===== src/rtl/axi_rb.sv =====
// axi_rb: single AXI read burst into a FIFO.
// Reads a burst length and a start address from two register ports, issues one
// INCR read burst, streams every returned beat into the FIFO under its back-pressure,
// then raises valid and stays in DONE until reset.
//
// state | meaning
// IDLE  | capture len/addr (one cycle)
// ADDR  | AR request held until arready
// DATA  | forward R beats into the FIFO, count them
// DONE  | transfer complete, terminal until reset
module axi_rb #(
    parameter logic [2:0] ARSIZE_VAL = 3'd2
) (
    input  logic        clk,
    input  logic        rst,

    output logic [31:0] arg_0_in_data,
    output logic        arg_0_write_valid,
    input  logic        arg_0_write_ready,
    output logic        arg_0_read_valid,
    input  logic [31:0] arg_0_out_data,
    input  logic        arg_0_read_ready,

    output logic [15:0] arg_3_s_axi_araddr,
    output logic [7:0]  arg_3_s_axi_arlen,
    output logic [1:0]  arg_3_s_axi_arburst,
    output logic [2:0]  arg_3_s_axi_arsize,
    output logic        arg_3_s_axi_arvalid,
    input  logic        arg_3_s_axi_arready,
    input  logic [31:0] arg_3_s_axi_rdata,
    input  logic        arg_3_s_axi_rvalid,
    output logic        arg_3_s_axi_rready,

    output logic [15:0] arg_3_s_axi_awaddr,
    output logic [1:0]  arg_3_s_axi_awburst,
    output logic [7:0]  arg_3_s_axi_awlen,
    output logic [2:0]  arg_3_s_axi_awsize,
    output logic        arg_3_s_axi_awvalid,
    input  logic        arg_3_s_axi_awready,
    output logic [31:0] arg_3_s_axi_wdata,
    output logic [3:0]  arg_3_s_axi_wstrb,
    output logic        arg_3_s_axi_wvalid,
    input  logic        arg_3_s_axi_wready,
    input  logic        arg_3_s_axi_bvalid,
    output logic        arg_3_s_axi_bready,

    output logic [7:0]  arg_1_raddr,
    input  logic [7:0]  arg_1_rdata,
    output logic [7:0]  arg_1_waddr,
    output logic [7:0]  arg_1_wdata,
    output logic        arg_1_wen,

    output logic [15:0] arg_2_raddr,
    input  logic [15:0] arg_2_rdata,
    output logic [15:0] arg_2_waddr,
    output logic [15:0] arg_2_wdata,
    output logic        arg_2_wen,

    output logic        valid
);

    typedef enum logic [1:0] {S_IDLE, S_ADDR, S_DATA, S_DONE} state_t;

    state_t      state_q;
    logic [7:0]  len_q;
    logic [15:0] addr_q;
    logic [8:0]  cnt_q, cnt_d;
    logic        arvalid_q;
    logic        valid_q;
    logic        in_data;
    logic        beat;
    logic        unused_inputs;

    // Beat qualification: a word moves only while in DATA with both sides ready
    always_comb begin
        in_data = (state_q == S_DATA);
        beat    = in_data & arg_3_s_axi_rvalid & arg_0_write_ready;
        cnt_d   = beat ? cnt_q + 9'd1 : cnt_q;
    end

    // Sequencer: capture, address phase, data phase, terminal done
    always_ff @(posedge clk or negedge rst) begin
        if (!rst) begin
            state_q   <= S_IDLE;
            len_q     <= 8'd0;
            addr_q    <= 16'd0;
            cnt_q     <= 9'd0;
            arvalid_q <= 1'b0;
            valid_q   <= 1'b0;
        end else begin
            case (state_q)
                S_IDLE: begin
                    len_q     <= arg_1_rdata;
                    addr_q    <= arg_2_rdata;
                    arvalid_q <= 1'b1;
                    state_q   <= S_ADDR;
                end
                S_ADDR: begin
                    if (arg_3_s_axi_arready) begin
                        arvalid_q <= 1'b0;
                        cnt_q     <= 9'd0;
                        state_q   <= S_DATA;
                    end
                end
                S_DATA: begin
                    cnt_q <= cnt_d;
                    // Compare before increment so len 255 finishes at count 255, no wrap
                    if (beat && (cnt_q == {1'b0, len_q})) begin
                        valid_q <= 1'b1;
                        state_q <= S_DONE;
                    end
                end
                default: begin
                    valid_q <= 1'b1;
                end
            endcase
        end
    end

    // Output mapping: AR from registers, R-to-FIFO path combinational in DATA only
    always_comb begin
        arg_3_s_axi_araddr  = addr_q;
        arg_3_s_axi_arlen   = len_q;
        arg_3_s_axi_arburst = 2'd1;
        arg_3_s_axi_arsize  = ARSIZE_VAL;
        arg_3_s_axi_arvalid = arvalid_q;
        arg_3_s_axi_rready  = in_data & arg_0_write_ready;
        arg_0_write_valid   = beat;
        arg_0_in_data       = in_data ? arg_3_s_axi_rdata : 32'd0;
        arg_0_read_valid    = 1'b0;
        valid               = valid_q;

        arg_3_s_axi_awaddr  = 16'd0;
        arg_3_s_axi_awburst = 2'd0;
        arg_3_s_axi_awlen   = 8'd0;
        arg_3_s_axi_awsize  = 3'd0;
        arg_3_s_axi_awvalid = 1'b0;
        arg_3_s_axi_wdata   = 32'd0;
        arg_3_s_axi_wstrb   = 4'd0;
        arg_3_s_axi_wvalid  = 1'b0;
        arg_3_s_axi_bready  = 1'b0;

        arg_1_raddr = 8'd0;
        arg_1_waddr = 8'd0;
        arg_1_wdata = 8'd0;
        arg_1_wen   = 1'b0;
        arg_2_raddr = 16'd0;
        arg_2_waddr = 16'd0;
        arg_2_wdata = 16'd0;
        arg_2_wen   = 1'b0;
    end

    // Inputs that exist only for interface completeness
    assign unused_inputs = ^{arg_0_out_data, arg_0_read_ready, arg_3_s_axi_awready,
                             arg_3_s_axi_wready, arg_3_s_axi_bvalid};

endmodule


===== config.mk =====
export PLATFORM = sky130hd
export DESIGN_NAME = axi_rb
export DESIGN_NICKNAME = d
export VERILOG_FILES = /design/src/rtl/axi_rb.sv
export SDC_FILE = /design/constraint.sdc
export NUM_CORES = 1
export LEC_CHECK = 0
export ABC_AREA = 1
export BUFFER_PORTS_ARGS = -buffer_cell sky130_fd_sc_hd__clkbuf_2
export CORE_AREA = 2 2 119 121
export DETAILED_ROUTE_END_ITERATION = 10
export DIE_AREA = 0 0 121 123
export GPL_ROUTABILITY_DRIVEN = 0
export GPL_TIMING_DRIVEN = 0
export SETUP_SLACK_MARGIN = 0.5
export SLEW_MARGIN = 20
export SYNTH_ARGS = -nofsm -noshare
export SYNTH_HDL_FRONTEND = slang
export SYNTH_SLANG_ARGS = --single-unit
export TNS_END_PERCENT = 20

===== constraint.sdc =====
create_clock -name clk -period 1.5 [get_ports clk]
set_clock_uncertainty 0.1 [all_clocks]
set_input_delay 0.225 -clock clk [delete_from_list [all_inputs] [get_ports clk]]
set_output_delay 0.225 -clock clk [all_outputs]
set_load 0.02 [all_outputs]

==> out/results.tsv <==
stage	metric	value	unit
setup_path	CP Max Fanout	6	
routing	met3 wire length	926	um
floorplanning	die width	121	um
floorplanning	Placement Rows	43	
placement	area post-placement	4580	um^2
synthesis	Synth Register Bits	37	
run_status	failing checks	negative hold slack, negative setup slack	
global_route	global route total overflow	0	
floorplanning	I/O Pins	305	
global_route	largest net degree at the start of global routing	38	
setup_path	CP peak stage delay	410	ps
sta	RSZ-0062 raised after global routing	true	
finish	most frequent cells in the layout	buf_4 (154), conb_1 (148), nand2_1 (95)	
setup_path	reg-to-reg setup timing slack	-240	ps
floorplanning	Core ar.	13600	um^2
synthesis	synthesized area per cell	7.09	um^2
floorplanning	Die H	123	um
global_route	first-pass GRT wire length	12.1	mm
routing	DRC viols	0	
setup_path	Setup CP Type	reg2out	
synthesis	Synth top area share	0.353	
setup_path	Setup crit start kind	flop	
cts	CTS max path bufs	2	
synthesis	Distinct cells, synth	25	
pwr	leak pwr	3.48	nW
floorplanning	die area	14900	um^2
setup_path	Worst Setup End Kind	primary output	
placement	dpl hpwl	6.68	mm
floorplanning	Initial Util	0.233	
job	max cap viols	0	
synthesis	Syn. warnings	0	
pwr	VDD IR max	0.850	mV
routing	drt total wl	8.68	mm
setup_path	Worst Path Arrival	1460	ps
pwr	final total power	8.94	mW
sta	Worst-Margin Slew	850	ps
synthesis	largest cells by area after synthesis	buf_4 (35%), dfrtp_1 (29%), nand2_1 (15%), inv_1 (6.9%), ha_1 (2.4%)	
sta	Setup TNS Final	-10050	ps
global_route	All-Layer GR Usage	0.102	
routing	antenna-violating nets left	0	
finish	layout cells sized above 1	0.515	
sta	endpoints failing hold	37	
routing	router iterations before antenna repair	4	
finish	commonest non-fill, non-tap cell in the layout	buf_4	
synthesis	register area share after synthesis	0.292	
finish	Finished Cell Area	5780	um^2
finish	antenna diode count	0	
sta	Final Hold Slack	-42.9	ps
sta	min Tclk post-route	1780	ps
cts	CTS root buf	clkbuf_16	
cts	clock sinks	37	
setup_path	Required @ worst endpoint	1170	ps
run_status	status	complete, but fails checks	
synthesis	cell accounting for the most synthesized area	buf_4	
setup_path	critical-path cell list	inv_2 > ha_4 > buf_12 > buf_8 > nand2_2 > inv_2 > clkbuf_8	
sta	final period utilization	1.19	
routing	met2 wire length	4.59	mm
setup_path	slowest CP cell	dfrtp_2	
sta	Peak Freq	0.561	GHz
routing	vias per inst	3.31	
synthesis	Synth Instances	447	
finish	Area Growth Syn to Fin	82.3	%
finish	final net count	838	
cts	CTS tree	built	
routing	top routing layer in use	met4	
placement	# port buffers	120	
global_route	antenna violations before repair	0	
cts	Worst-path clk slew	50	ps
sta	Final Max Tran Viols	0	
sta	Max-Slew Margin vs Limit	0.433	
cts	worst-skew pair later-pin latency	280	ps
finish	fin util	0.424	
routing	via count	3035	
sta	setup ws final	-282	ps
global_route	vias in the first global route	2497	
cts	CTS Buf Count	5	
routing	WL/cell	9.47	um
cts	H-tree depth	2	
pwr	total power per unit cell area	1550	nW/um^2
setup_path	CP dominant cell by count	inv_2	
min_path	Hold Crit Class	in2async	
synthesis	cell area after synthesis	3170	um^2
routing	wl on met1	3.07	mm
sta	final setup fails	47	
routing	DR iter-0 viols	108	
[metrics by stage]
step	instances	setup WS, ps
6_report	916	-282
5_1_grt	916	-358
3_3_place_gp	893	-419
2_1_floorplan	593	4.92
3_5_place_dp	893	-432
4_1_cts	910	-282
[final timing paths]
path / startpoint / end / depth (start not counted)
max: state_q[0] / arg_0_in_data[26] / 7
min: rst / arg_3_s_axi_araddr[13] / 1
max reg2reg: state_q[0] / cnt_q[7] / 12
min reg2reg: arg_3_s_axi_araddr[10] / arg_3_s_axi_araddr[10] / 2
max in group asynchronous: rst / state_q[1] / 1
min in group clk: arg_2_rdata[0] / arg_3_s_axi_araddr[0] / 3
[cell usage after synthesis]
master	n
ha_1	6
o21bai_2	1
nand2_1	125
buf_2	3
clkbuf_1	6
nor2_2	1
a21oi_1	7
inv_2	1
nor2_1	12
xor2_1	1
nand3_2	1
nor3_1	5
nor4_1	1
clkinv_1	1
dfrtp_1	37
inv_1	58
or2_2	1
nand4_1	2
or2_1	1
buf_4	149
nand3_1	9
o21ai_0	14
conb_1	2
o21ai_2	2
o21ai_1	1
[power by group]
part / total [mW] / switching [mW] / internal (mW) / leakage (nW)
Sequential: 1.72 / 0.319 / 1.40 / 0.462
Combinational: 6.12 / 3.11 / 3.01 / 2.94
Clock: 1.10 / 0.396 / 0.703 / 0.0799
[area by class of cell]
class,count,area (um^2)
plain buffers,158,1260
clock buffers,7,153
clock inverters,1,5.00
fillers,1323,7830
inverters,60,240
multi-input cells,338,1620
flip-flops and latches,37,928
well taps,180,225
repair buffers,135,1340
[metal layers]
metal  vias up  track usage
li1       1605            -
met4         0       0.0254
met3         9       0.0351
met1      1280        0.110
met5         -            0
met2       141        0.190
[sequential cells by signal, summed over array words and instances (netlist names)]
register and count:
arg_3_s_axi_arvalid 1, arg_3_s_axi_araddr 16, valid 1, arg_3_s_axi_arlen 8
cnt_q 9, state_q 2
[worst max-delay path, delay by kind of cell, from the launching register on]
kind          cells  cell delay [ps]
simple gates      1               70
flops             1              410
fa+ha+maj         1              160
buf+inv           5              530
[timing repair]
item	CTS	global route
cloned	1	1
pin swaps	3	12
resized for setup	170	86
setup endpoints to repair	97	99
hold buffers	0	0
buffers inserted	8	5
[logic make-up (layout without fill, tap and decap cells)]
family / count (synthesis) / count (layout) / share of synthesized area
compound gates: 25 / 25 / 0.0438
simple gates: 158 / 158 / 0.199
other cells: 2 / 148 / 0.00237
fa+ha+maj: 6 / 6 / 0.0237
buf+inv: 218 / 361 / 0.436
xor+xnor: 1 / 1 / 0.00276
flops: 37 / 37 / 0.292
Power figures use the tool's default switching activity.
